[src/rtl/mem_pkg.sv]
// Shared constants for the data-memory load/store master: funct3 codes, sign_mask encodings, FSM states.
package mem_pkg;

    localparam logic [2:0] F3_B  = 3'b000;
    localparam logic [2:0] F3_H  = 3'b001;
    localparam logic [2:0] F3_W  = 3'b010;
    localparam logic [2:0] F3_BU = 3'b100;
    localparam logic [2:0] F3_HU = 3'b101;

    // bits[2:0] select the byte lanes, bit3 asks the memory to sign-extend
    localparam logic [3:0] SM_BYTE   = 4'b0001;
    localparam logic [3:0] SM_HALF   = 4'b0011;
    localparam logic [3:0] SM_WORD   = 4'b0111;
    localparam logic [3:0] SM_SIGNED = 4'b1000;

    typedef enum logic [2:0] {
        IDLE       = 3'd0,
        ISSUE      = 3'd1,
        LOAD_DATA  = 3'd2,
        STORE_WAIT = 3'd3,
        RESP       = 3'd4
    } state_e;

endpackage

[src/rtl/mem_req_decode.sv]
// Combinational request decode: funct3/store/addr[1:0] -> sign_mask, illegal, misaligned.
// Zero latency; no flow control of its own.
module mem_req_decode
    import mem_pkg::*;
#(
    parameter bit CHECK_ALIGN = 1'b1
) (
    input  logic [2:0] i_funct3,
    input  logic       i_store,
    input  logic [1:0] i_addr_lo,
    output logic [3:0] o_sign_mask,
    output logic       o_illegal,
    output logic       o_misaligned
);

    logic w_half;
    logic w_word;

    always_comb begin
        o_sign_mask = 4'b0000;
        o_illegal   = 1'b0;
        if (i_store) begin
            case (i_funct3)
                F3_B:    o_sign_mask = SM_BYTE;
                F3_H:    o_sign_mask = SM_HALF;
                F3_W:    o_sign_mask = SM_WORD;
                default: o_illegal   = 1'b1;
            endcase
        end else begin
            case (i_funct3)
                F3_B:    o_sign_mask = SM_SIGNED | SM_BYTE;
                F3_H:    o_sign_mask = SM_SIGNED | SM_HALF;
                F3_W:    o_sign_mask = SM_WORD;
                F3_BU:   o_sign_mask = SM_BYTE;
                F3_HU:   o_sign_mask = SM_HALF;
                default: o_illegal   = 1'b1;
            endcase
        end
    end

    assign w_half = (o_sign_mask[2:0] == SM_HALF[2:0]);
    assign w_word = (o_sign_mask[2:0] == SM_WORD[2:0]);

    // An illegal funct3 is reported as an error only, never also as misaligned
    assign o_misaligned = CHECK_ALIGN && !o_illegal &&
                          ((w_half && i_addr_lo[0]) || (w_word && (i_addr_lo != 2'b00)));

endmodule

[src/rtl/mem_access_master.sv]
// MEM-stage initiator for the data memory: one request in flight, load 3 / store 3+stall / error 1 cycle(s)
// from accept to resp_valid; req_ready only in IDLE, response is a strobe with no backpressure.
module mem_access_master
    import mem_pkg::*;
#(
    parameter int STALL_TIMEOUT = 16,
    parameter bit CHECK_ALIGN   = 1'b1
) (
    input  logic        clk,
    input  logic        reset,
    input  logic        req_valid,
    output logic        req_ready,
    input  logic        req_store,
    input  logic [2:0]  req_funct3,
    input  logic [31:0] req_addr,
    input  logic [31:0] req_wdata,
    output logic        resp_valid,
    output logic [31:0] resp_rdata,
    output logic        resp_misaligned,
    output logic        resp_error,
    output logic [31:0] mem_addr,
    output logic [31:0] mem_write_data,
    output logic        mem_memwrite,
    output logic        mem_memread,
    output logic [3:0]  mem_sign_mask,
    input  logic [31:0] mem_read_data,
    input  logic        mem_clk_stall
);

    state_e      r_state;
    state_e      w_next;
    logic [7:0]  r_cnt;
    logic [31:0] r_addr;
    logic [31:0] r_wdata;
    logic [31:0] r_rdata;
    logic [3:0]  r_mask;
    logic        r_store;
    logic        r_mis;
    logic        r_err;

    logic [3:0]  w_mask;
    logic        w_illegal;
    logic        w_misaligned;
    logic [8:0]  w_cnt_inc;
    logic        w_timeout;
    logic        w_store_done;

    mem_req_decode #(.CHECK_ALIGN(CHECK_ALIGN)) u_decode (
        .i_funct3     (req_funct3),
        .i_store      (req_store),
        .i_addr_lo    (req_addr[1:0]),
        .o_sign_mask  (w_mask),
        .o_illegal    (w_illegal),
        .o_misaligned (w_misaligned)
    );

    // The memory holds stall for a cycle after the write edge, so a low stall at count 0 is not completion
    assign w_cnt_inc    = {1'b0, r_cnt} + 9'd1;
    assign w_store_done = !mem_clk_stall && (r_cnt != 8'd0);
    assign w_timeout    = mem_clk_stall && (w_cnt_inc >= 9'(STALL_TIMEOUT));

    always_ff @(posedge clk) begin
        if (reset) r_state <= IDLE;
        else       r_state <= w_next;
    end

    always_comb begin
        w_next = r_state;
        case (r_state)
            IDLE:       if (req_valid) w_next = (w_illegal || w_misaligned) ? RESP : ISSUE;
            ISSUE:      w_next = r_store ? STORE_WAIT : LOAD_DATA;
            LOAD_DATA:  w_next = RESP;
            STORE_WAIT: if (w_store_done || w_timeout) w_next = RESP;
            RESP:       w_next = IDLE;
            default:    w_next = IDLE;
        endcase
    end

    always_comb begin
        req_ready    = (r_state == IDLE);
        resp_valid   = (r_state == RESP);
        mem_memread  = (r_state == ISSUE) && !r_store;
        mem_memwrite = (r_state == ISSUE) &&  r_store;
    end

    always_ff @(posedge clk) begin
        if (reset) begin
            r_cnt   <= 8'd0;
            r_addr  <= 32'd0;
            r_wdata <= 32'd0;
            r_rdata <= 32'd0;
            r_mask  <= 4'd0;
            r_store <= 1'b0;
            r_mis   <= 1'b0;
            r_err   <= 1'b0;
        end else begin
            case (r_state)
                IDLE: if (req_valid) begin
                    r_addr  <= req_addr;
                    r_wdata <= req_wdata;
                    r_mask  <= w_mask;
                    r_store <= req_store;
                    r_mis   <= w_misaligned;
                    r_err   <= w_illegal;
                end
                ISSUE:      r_cnt   <= 8'd0;
                LOAD_DATA:  r_rdata <= mem_read_data;
                STORE_WAIT: begin
                    r_cnt <= r_cnt + 8'd1;
                    if (w_timeout) r_err <= 1'b1;
                end
                RESP: begin
                    r_cnt   <= 8'd0;
                    r_addr  <= 32'd0;
                    r_wdata <= 32'd0;
                    r_rdata <= 32'd0;
                    r_mask  <= 4'd0;
                    r_store <= 1'b0;
                    r_mis   <= 1'b0;
                    r_err   <= 1'b0;
                end
                default: ;
            endcase
        end
    end

    assign resp_rdata      = r_rdata;
    assign resp_misaligned = r_mis;
    assign resp_error      = r_err;
    assign mem_addr        = r_addr;
    assign mem_write_data  = r_wdata;
    assign mem_sign_mask   = r_mask;

endmodule

[config.mk]
export PLATFORM = sky130hd
export DESIGN_NAME = mem_access_master
export DESIGN_NICKNAME = d
export VERILOG_FILES = /design/src/rtl/mem_pkg.sv /design/src/rtl/mem_req_decode.sv /design/src/rtl/mem_access_master.sv
export SDC_FILE = /design/constraint.sdc
export NUM_CORES = 1
export LEC_CHECK = 0
export BUFFER_PORTS_ARGS = -buffer_cell sky130_fd_sc_hd__buf_2
export CELL_PAD_IN_SITES_DETAIL_PLACEMENT = 0
export CELL_PAD_IN_SITES_GLOBAL_PLACEMENT = 1
export CORE_UTILIZATION = 30
export CTS_BUF_LIST = sky130_fd_sc_hd__clkbuf_8
export CTS_CLUSTER_DIAMETER = 100
export CTS_CLUSTER_SIZE = 8
export DETAILED_ROUTE_END_ITERATION = 12
export HOLD_SLACK_MARGIN = 0.15
export PLACE_DENSITY = 0.85
export RECOVER_POWER = 100
export SYNTH_ARGS = -nofsm -noshare
export SYNTH_HDL_FRONTEND = slang
export SYNTH_SLANG_ARGS = --single-unit
export TNS_END_PERCENT = 5
[constraint.sdc]
create_clock -name clk -period 1.4 [get_ports clk]
set_input_delay 0 -clock clk [delete_from_list [all_inputs] [get_ports clk]]
set_output_delay 0 -clock clk [all_outputs]
set_load 0.02 [all_outputs]
==> reports/metrics.csv, run 1 <==
stage,metric,value,unit
die,die_area,0.0145,mm^2
power,irDropWorstVdd,704,uV
die,ios,210,
clocking,cts.sinks,114,
placement,port_buffers,209,
clocking,htreeDepth,4,
clocking,cts.path.max_buffers,2,
global_routing,grt_start_max_net_pins,52,
placement,place_congestion,0.906,
cells_and_area,antenna_cells,0,
synth,netlist_instances,447,
status,violations,setup timing,
setup_path,crit_fanout,4,
placement,hpwl,8.86,mm
setup_path,crit_chain,"buf_6, inv_1, ha_2, nand2b_1, nor4_2, a21oi_2, nor3b_2, o31a_1",
sta,setup_viol,19,
cells_and_area,fin_util,54.2,%
detailed_routing,viasPerCell,4.93,
sta,period_minus_slack,1.50,ns
cells_and_area,multi_input_area,0.00187,mm^2
detailed_routing,dr.pass1.iters,7,
synth,ys_seq_area_share,54.4,%
sta,tns,-0.486,ns
sta,slew_headroom,61.5,%
sta,skew,0.00859,ns
clocking,cts_buffers,17,
detailed_routing,finalWirelength,14.5,mm
synth,syn-num-nets,553,
cells_and_area,n_fill_cell,1208,
global_routing,grt_overflow,0,
synth,synth_top_area_cell,dfxtp_1,
cells_and_area,final-seq-area,0.00230,mm^2
synth,synth_edf_count,0,
synth,async_reset_ff_share,0,%
clocking,root_buffer,clkbuf_8,
synth,syn_area_per_cell,9.39,um^2
synth,ys_types,44,
synth,syn_area,0.00420,mm^2
synth,synthTopCellsByArea,"dfxtp_1 54%, a22oi_1 18%, nor2_1 10%",
placement,place_ws,-0.125,ns
power,p_leak,2.96,nW
die,coreArea,0.0135,mm^2
setup_path,cp_top_family,simple AND/OR/NAND/NOR gates,
setup_path,worstSetupPathType,flip-flop to flip-flop,
die,floorplan.rows,42,
synth,synth_top_area_share,54.4,%
sta,rsz0062_at_grt,yes,
sta,hold_viol_final,0,
status,status,"finished, violations left",
setup_path,critical_path.slowest_cell,dfxtp_4,
clocking,clk_pin_slew_worst_paths,0.07,ns
detailed_routing,routedWlPerCell,14.9,um
sta,tightest_slew,0.578,ns
cells_and_area,finalNetCount,890,
sta,setup_ws,-0.103,ns
cells_and_area,syn2layout_area_growth,73.7,%
worst_hold_path,min_path_type,input pin to flip-flop,
flow_run,drv_cap,0,
clocking,cts_tree,done,
setup_path,arrival,1.87,ns
sta,fin_crit_sh,107,%
die,die_w,120,um
detailed_routing,drc_errors,0,
setup_path,crit_path_start_kind,flip-flop,
setup_path,cp_slowest_stage_delay,0.36,ns
sta,max_freq,665,MHz
detailed_routing,drt_first_iter_violations,327,
detailed_routing,num_vias,4795,
detailed_routing,antenna_left,0,
clocking,clock_latency,0.43,ns
setup_path,endpoint_kind,flip-flop,
global_routing,grt_pass1_wl,22.6,mm
global_routing,grt_pass1_vias,4843,
sta,drv_slew,0,
synth,synth_flop_cell,dfxtp_1,
synth,synth_warnings,0,
setup_path,required,1.77,ns
die,start_util,31.2,%
global_routing,grt_usage,20.0,%
global_routing,antenna_found_initial,0,
setup_path,worst-path-buf-inv,2,
synth,ys_ff_latch,114,
power,p_per_area,1190,mW/mm^2
cells_and_area,drive_above_1_share,28.9,%
die,die_height,120,um
flip-flops by register name, indices dropped and copies added (netlist names):
name,flops
resp_error,1
resp_rdata,32
r_cnt,8
resp_misaligned,1
r_state,3
mem_write_data,32
mem_addr,32
mem_sign_mask,4
r_store,1
tightest hold or removal path: cells and delay by family:
| family | cells | cell delay [ns] |
|---|---|---|
| buf+inv | 2 | 0.60 |
| simple gates | 1 | 0.08 |
| compound gates | 1 | 0.07 |
logic make-up after synthesis:
logic type	share of synthesized area, %
compound gates	23.6
fa+ha+maj	0.596
buf+inv	5.31
flops	54.4
mux	0.238
simple gates	15.9
stage by stage:
step	cells	hold slack, ns	cell area, um^2	power [mW]
after floorplan	447	0.155	4240	4.29
after global routing	972	0.342	7290	9.04
final	972	0.355	7290	8.65
after global placement	829	0.247	5630	4.77
after detailed placement	829	0.256	5630	4.80
after CTS	971	0.310	7270	8.71
path summary, 6_finish.rpt:
kind                            slack (ns)              from                 end  cells past startpoint
worst min-delay path                  0.35     req_wdata[13]  mem_write_data[13]                      4
worst min register to register        0.47  mem_sign_mask[0]    mem_sign_mask[0]                      2
worst max-delay path                 -0.10          r_cnt[1]          r_state[0]                      8
worst max register to register       -0.10          r_cnt[1]          r_state[0]                      8
what timing repair did:
action / in CTS / in global routing
resized for setup: 16 / 33
hold buffers: 103 / 0
gates cloned: 1 / 0
endpoints found under the hold margin: 114 / 0
pin swaps: 5 / 7
setup buffers: 8 / 1
setup endpoints to repair: 104 / 112
cell usage after synthesis, types with 3 or more instances:
cell type / number
buf_2: 16
dfxtp_1: 114
buf_6: 3
buf_4: 4
clkbuf_1: 14
nor3_1: 4
nor2_1: 112
o21ai_0: 4
nor4_1: 4
a31oi_1: 3
a22oi_1: 99
nand2_1: 9
nand3_1: 6
inv_1: 6
a21oi_1: 11
per-layer routing:
layer  share of wire [%]  wire length, um  GRT usage (%)
met2                  52             7560           35.1
met3                 5.6              809           6.46
met4                 2.9              425           10.2
met5                   0                0              0
met1                  39             5700           21.5
cell usage in the layout, fill, tap and decap left out, types with 3 or more instances in the layout:
cell type and count:
dfxtp_4 3, buf_12 7, clkbuf_8 21, buf_2 103, a22oi_1 87, clkbuf_1 102
nor2_1 111, bufinv_16 5, a211oi_2 3, nand2_1 7, a22oi_2 12, a31oi_1 3
buf_6 13, clkinv_2 4, dlygate4sd3_1 103, nor3_1 4, buf_4 26, a21oi_1 10
nor2_2 3, dfxtp_1 109, nand3_1 5, inv_1 5
where the power goes:
group	total [mW]	switching [mW]	leakage, nW	internal [mW]
Combinational	1.55	0.830	1.79	0.718
Clock	3.61	1.32	0.241	2.29
Sequential	3.50	0.0954	0.933	3.40
Total	8.65	2.24	2.96	6.41
final cells by class:
type	instances	area share, %
Timing Repair Buffer	354	33.1
Sequential cell	114	31.5
Multi-Input combinational cell	290	25.6
Clock buffer	21	3.96
Tap cell	176	3.02
Clock inverter	10	2.45
Inverter	7	0.395
Note: power is estimated with default switching activity, not from simulation.
==> run 2, diff against run 1 <==
--- a/config.mk
+++ b/config.mk
@@ -8,6 +8,7 @@
 export BUFFER_PORTS_ARGS = -buffer_cell sky130_fd_sc_hd__buf_2
 export CELL_PAD_IN_SITES_DETAIL_PLACEMENT = 0
 export CELL_PAD_IN_SITES_GLOBAL_PLACEMENT = 1
+export CORE_ASPECT_RATIO = 2
 export CORE_UTILIZATION = 30
 export CTS_BUF_LIST = sky130_fd_sc_hd__clkbuf_8
 export CTS_CLUSTER_DIAMETER = 100
==> run 2 against run 1 <==
The flow still finishes with violations (setup timing). Die area increased by 0.20%. Final cell count is 0.41% lower. Power shrank 4.2%. First-iteration DRC count fell by 23%. Clock power is 7.2% lower. Hold slack lost 0.26 ns. Fmax shrank 0.60%. Register-to-register slack about the same. Design area decreased by 3.4%. Sequential cell count is the same. Critical path depth is 2 lower. Via count decreased by 0.94%.
==> reports/metrics.csv, run 2 (synthesis results as in run 1) <==
stage,metric,value,unit,change
status,status,"finished, violations left",,
status,violations,setup timing,,
detailed_routing,drt_first_iter_violations,253,,-23%
setup_path,crit_fanout,4,,unchanged
flow_run,drv_cap,0,,unchanged
global_routing,grt_start_max_net_pins,59,,+13%
sta,hold_viol_final,0,,unchanged
cells_and_area,fin_util,51.9,%,-2.4 points
sta,drv_slew,0,,unchanged
global_routing,grt_usage,19.4,%,-0.66 points
cells_and_area,final_cell_mix,"111 x nor2_1, 109 x dfxtp_1, 102 x dlygate4sd3_1, 102 x buf_2, 102 x clkbuf_1",,
sta,period_minus_slack,1.51,ns,+0.00906 ns
sta,max_freq,661,MHz,-0.60%
setup_path,crit_chain,"ha_4, and3_4, mux2i_4, a21oi_2, nor3b_2, o21ba_2",,
power,p_per_area,1180,mW/mm^2,-0.81%
setup_path,crit_path_start_kind,flip-flop,,
sta,setup_viol,28,,+9
setup_path,required,1.76,ns,about the same
cells_and_area,n_fill_cell,1261,,+4.4%
global_routing,grt_pass1_vias,4774,,-1.4%
cells_and_area,antenna_cells,0,,unchanged
setup_path,arrival,1.87,ns,about the same
setup_path,critical_path.slowest_cell,dfxtp_4,,
detailed_routing,viasPerCell,4.91,,-0.53%
placement,dp_cells,831,,+0.24%
power,p_leak,2.83,nW,-4.5%
placement,port_buffers,209,,unchanged
global_routing,grt_overflow,0,,unchanged
die,coreArea,0.0136,mm^2,+1.0%
sta,skew,0.00940,ns,+0.000810 ns
sta,rsz0062_at_grt,yes,,
clocking,htreeDepth,4,,unchanged
sta,tns,-0.892,ns,-0.406 ns
clocking,cts.sinks,114,,unchanged
detailed_routing,routedWlPerCell,14.7,um,-1.5%
detailed_routing,antenna_left,0,,unchanged
sta,tightest_slew,0.657,ns,+0.0795 ns
clocking,clock_latency,0.42,ns,about the same
detailed_routing,drc_errors,0,,unchanged
die,ios,210,,unchanged
sta,fin_crit_sh,108,%,+0.65 points
cells_and_area,multi_input_area,0.00181,mm^2,-3.1%
detailed_routing,finalWirelength,14.2,mm,-1.9%
die,die_w,85.6,um,-29%
detailed_routing,dr.pass1.iters,5,,-2
cells_and_area,drive_above_1_share,26.2,%,-2.7 points
global_routing,antenna_found_initial,0,,unchanged
placement,place_congestion,0.842,,-7.1%
setup_path,worstSetupPathType,flip-flop to flip-flop,,
cells_and_area,stdcell_count,968,,-0.41%
die,start_util,30.9,%,-0.31 points
sta,slew_headroom,56.2,%,-5.3 points
cells_and_area,final-seq-area,0.00230,mm^2,+0.11%
die,floorplan.rows,60,,+43%
power,irDropWorstVdd,866,uV,+23%
setup_path,cp_slowest_stage_delay,0.37,ns,about the same
clocking,cts_tree,done,,
clocking,cts.path.max_buffers,2,,unchanged
clocking,clk_pin_slew_worst_paths,0.07,ns,about the same
clocking,root_buffer,clkbuf_8,,
clocking,hold_buffers,102,,-0.97%
cells_and_area,syn2layout_area_growth,67.8,%,
die,die_height,169,um,+41%
cells_and_area,mostFrequentLayoutCell,nor2_1,,
global_routing,grt_pass1_wl,22.0,mm,-2.7%
die,die_area,0.0145,mm^2,+0.20%
detailed_routing,num_vias,4750,,-0.94%
clocking,cts_buffers,17,,unchanged
worst_hold_path,min_path_type,input pin to flip-flop,,
cells_and_area,finalNetCount,875,,-1.7%
setup_path,endpoint_kind,flip-flop,,
sta,setup_ws,-0.112,ns,-0.00906 ns
placement,hpwl,8.72,mm,-1.6%
==> run 2: changes by cell type in the layout (fill, tap and decap cells not counted), sizes merged <==
| cell | delta |
|---|---|
| buf | -15 |
| bufinv | -1 |
| clkbuf | -2 |
| clkinvlp | +2 |
| dlygate4sd3 | -1 |
| inv | +3 |
==> run 2: repair_timing <==
item                       CTS  global route
setup endpoints to repair   88            94
pin swaps                    6             7
cloned                       1             0
gates resized for setup     23            12
hold endpoints to repair   113            45
setup buffers                1             1
==> run 2: cell type report <==
| type | instances | share of cell area [%] |
|---|---|---|
| inverter | 7 | 0.373 |
| timing repair buffer | 339 | 31.8 |
| clock buffer | 18 | 3.52 |
| clock inverter | 14 | 2.65 |
| multi-input combinational | 290 | 25.7 |
| sequential | 114 | 32.6 |
| tap | 186 | 3.30 |
==> run 2: final timing paths <==
| kind | from | to | slack, ns | cells after the start |
|---|---|---|---|---|
| worst max register to register | r_cnt[0] | r_state[1] | -0.11 | 6 |
| worst min-delay path | reset | resp_rdata[10] | 0.1 | 2 |
| worst max-delay path | r_cnt[0] | r_state[1] | -0.11 | 6 |
| worst min register to register | resp_error | resp_error | 0.46 | 2 |
==> run 2: worst max-delay path, delay by kind of cell, from the launching register on <==
kind	cells	cell delay (ns)
AOI/OAI and AO/OA	2	0.24
adders and majority gates	1	0.13
muxes	1	0.24
DFF	1	0.37
and+or+nand+nor	2	0.48
==> run 2: through the flow <==
stage | setup WS (ns) | area [um^2] | power (mW) | hold slack (ns)
after floorplan | -0.0411 | 4240 | 4.29 | 0.155
after global placement | -0.113 | 5590 | 4.74 | 0.245
after detailed placement | -0.181 | 5590 | 4.77 | 0.256
after CTS | -0.0858 | 7150 | 8.42 | 0.0508
after global routing | -0.195 | 7050 | 8.67 | 0.0771
final | -0.112 | 7050 | 8.29 | 0.0958
==> run 2: power by group <==
group / switching [mW] / internal, mW / leakage [nW]
combinational: 0.793 / 0.644 / 1.67
clock: 1.37 / 1.98 / 0.221
sequential: 0.101 / 3.40 / 0.933
==> run 2: layer usage <==
metal | share of wire (%) | vias to the layer above | track usage [%]
li1 | - | 2246 | -
met5 | 0 | - | 0
met2 | 53 | 224 | 34.7
met4 | 4.4 | 0 | 12.5
met3 | 5.7 | 48 | 5.35
met1 | 37 | 2232 | 19.1
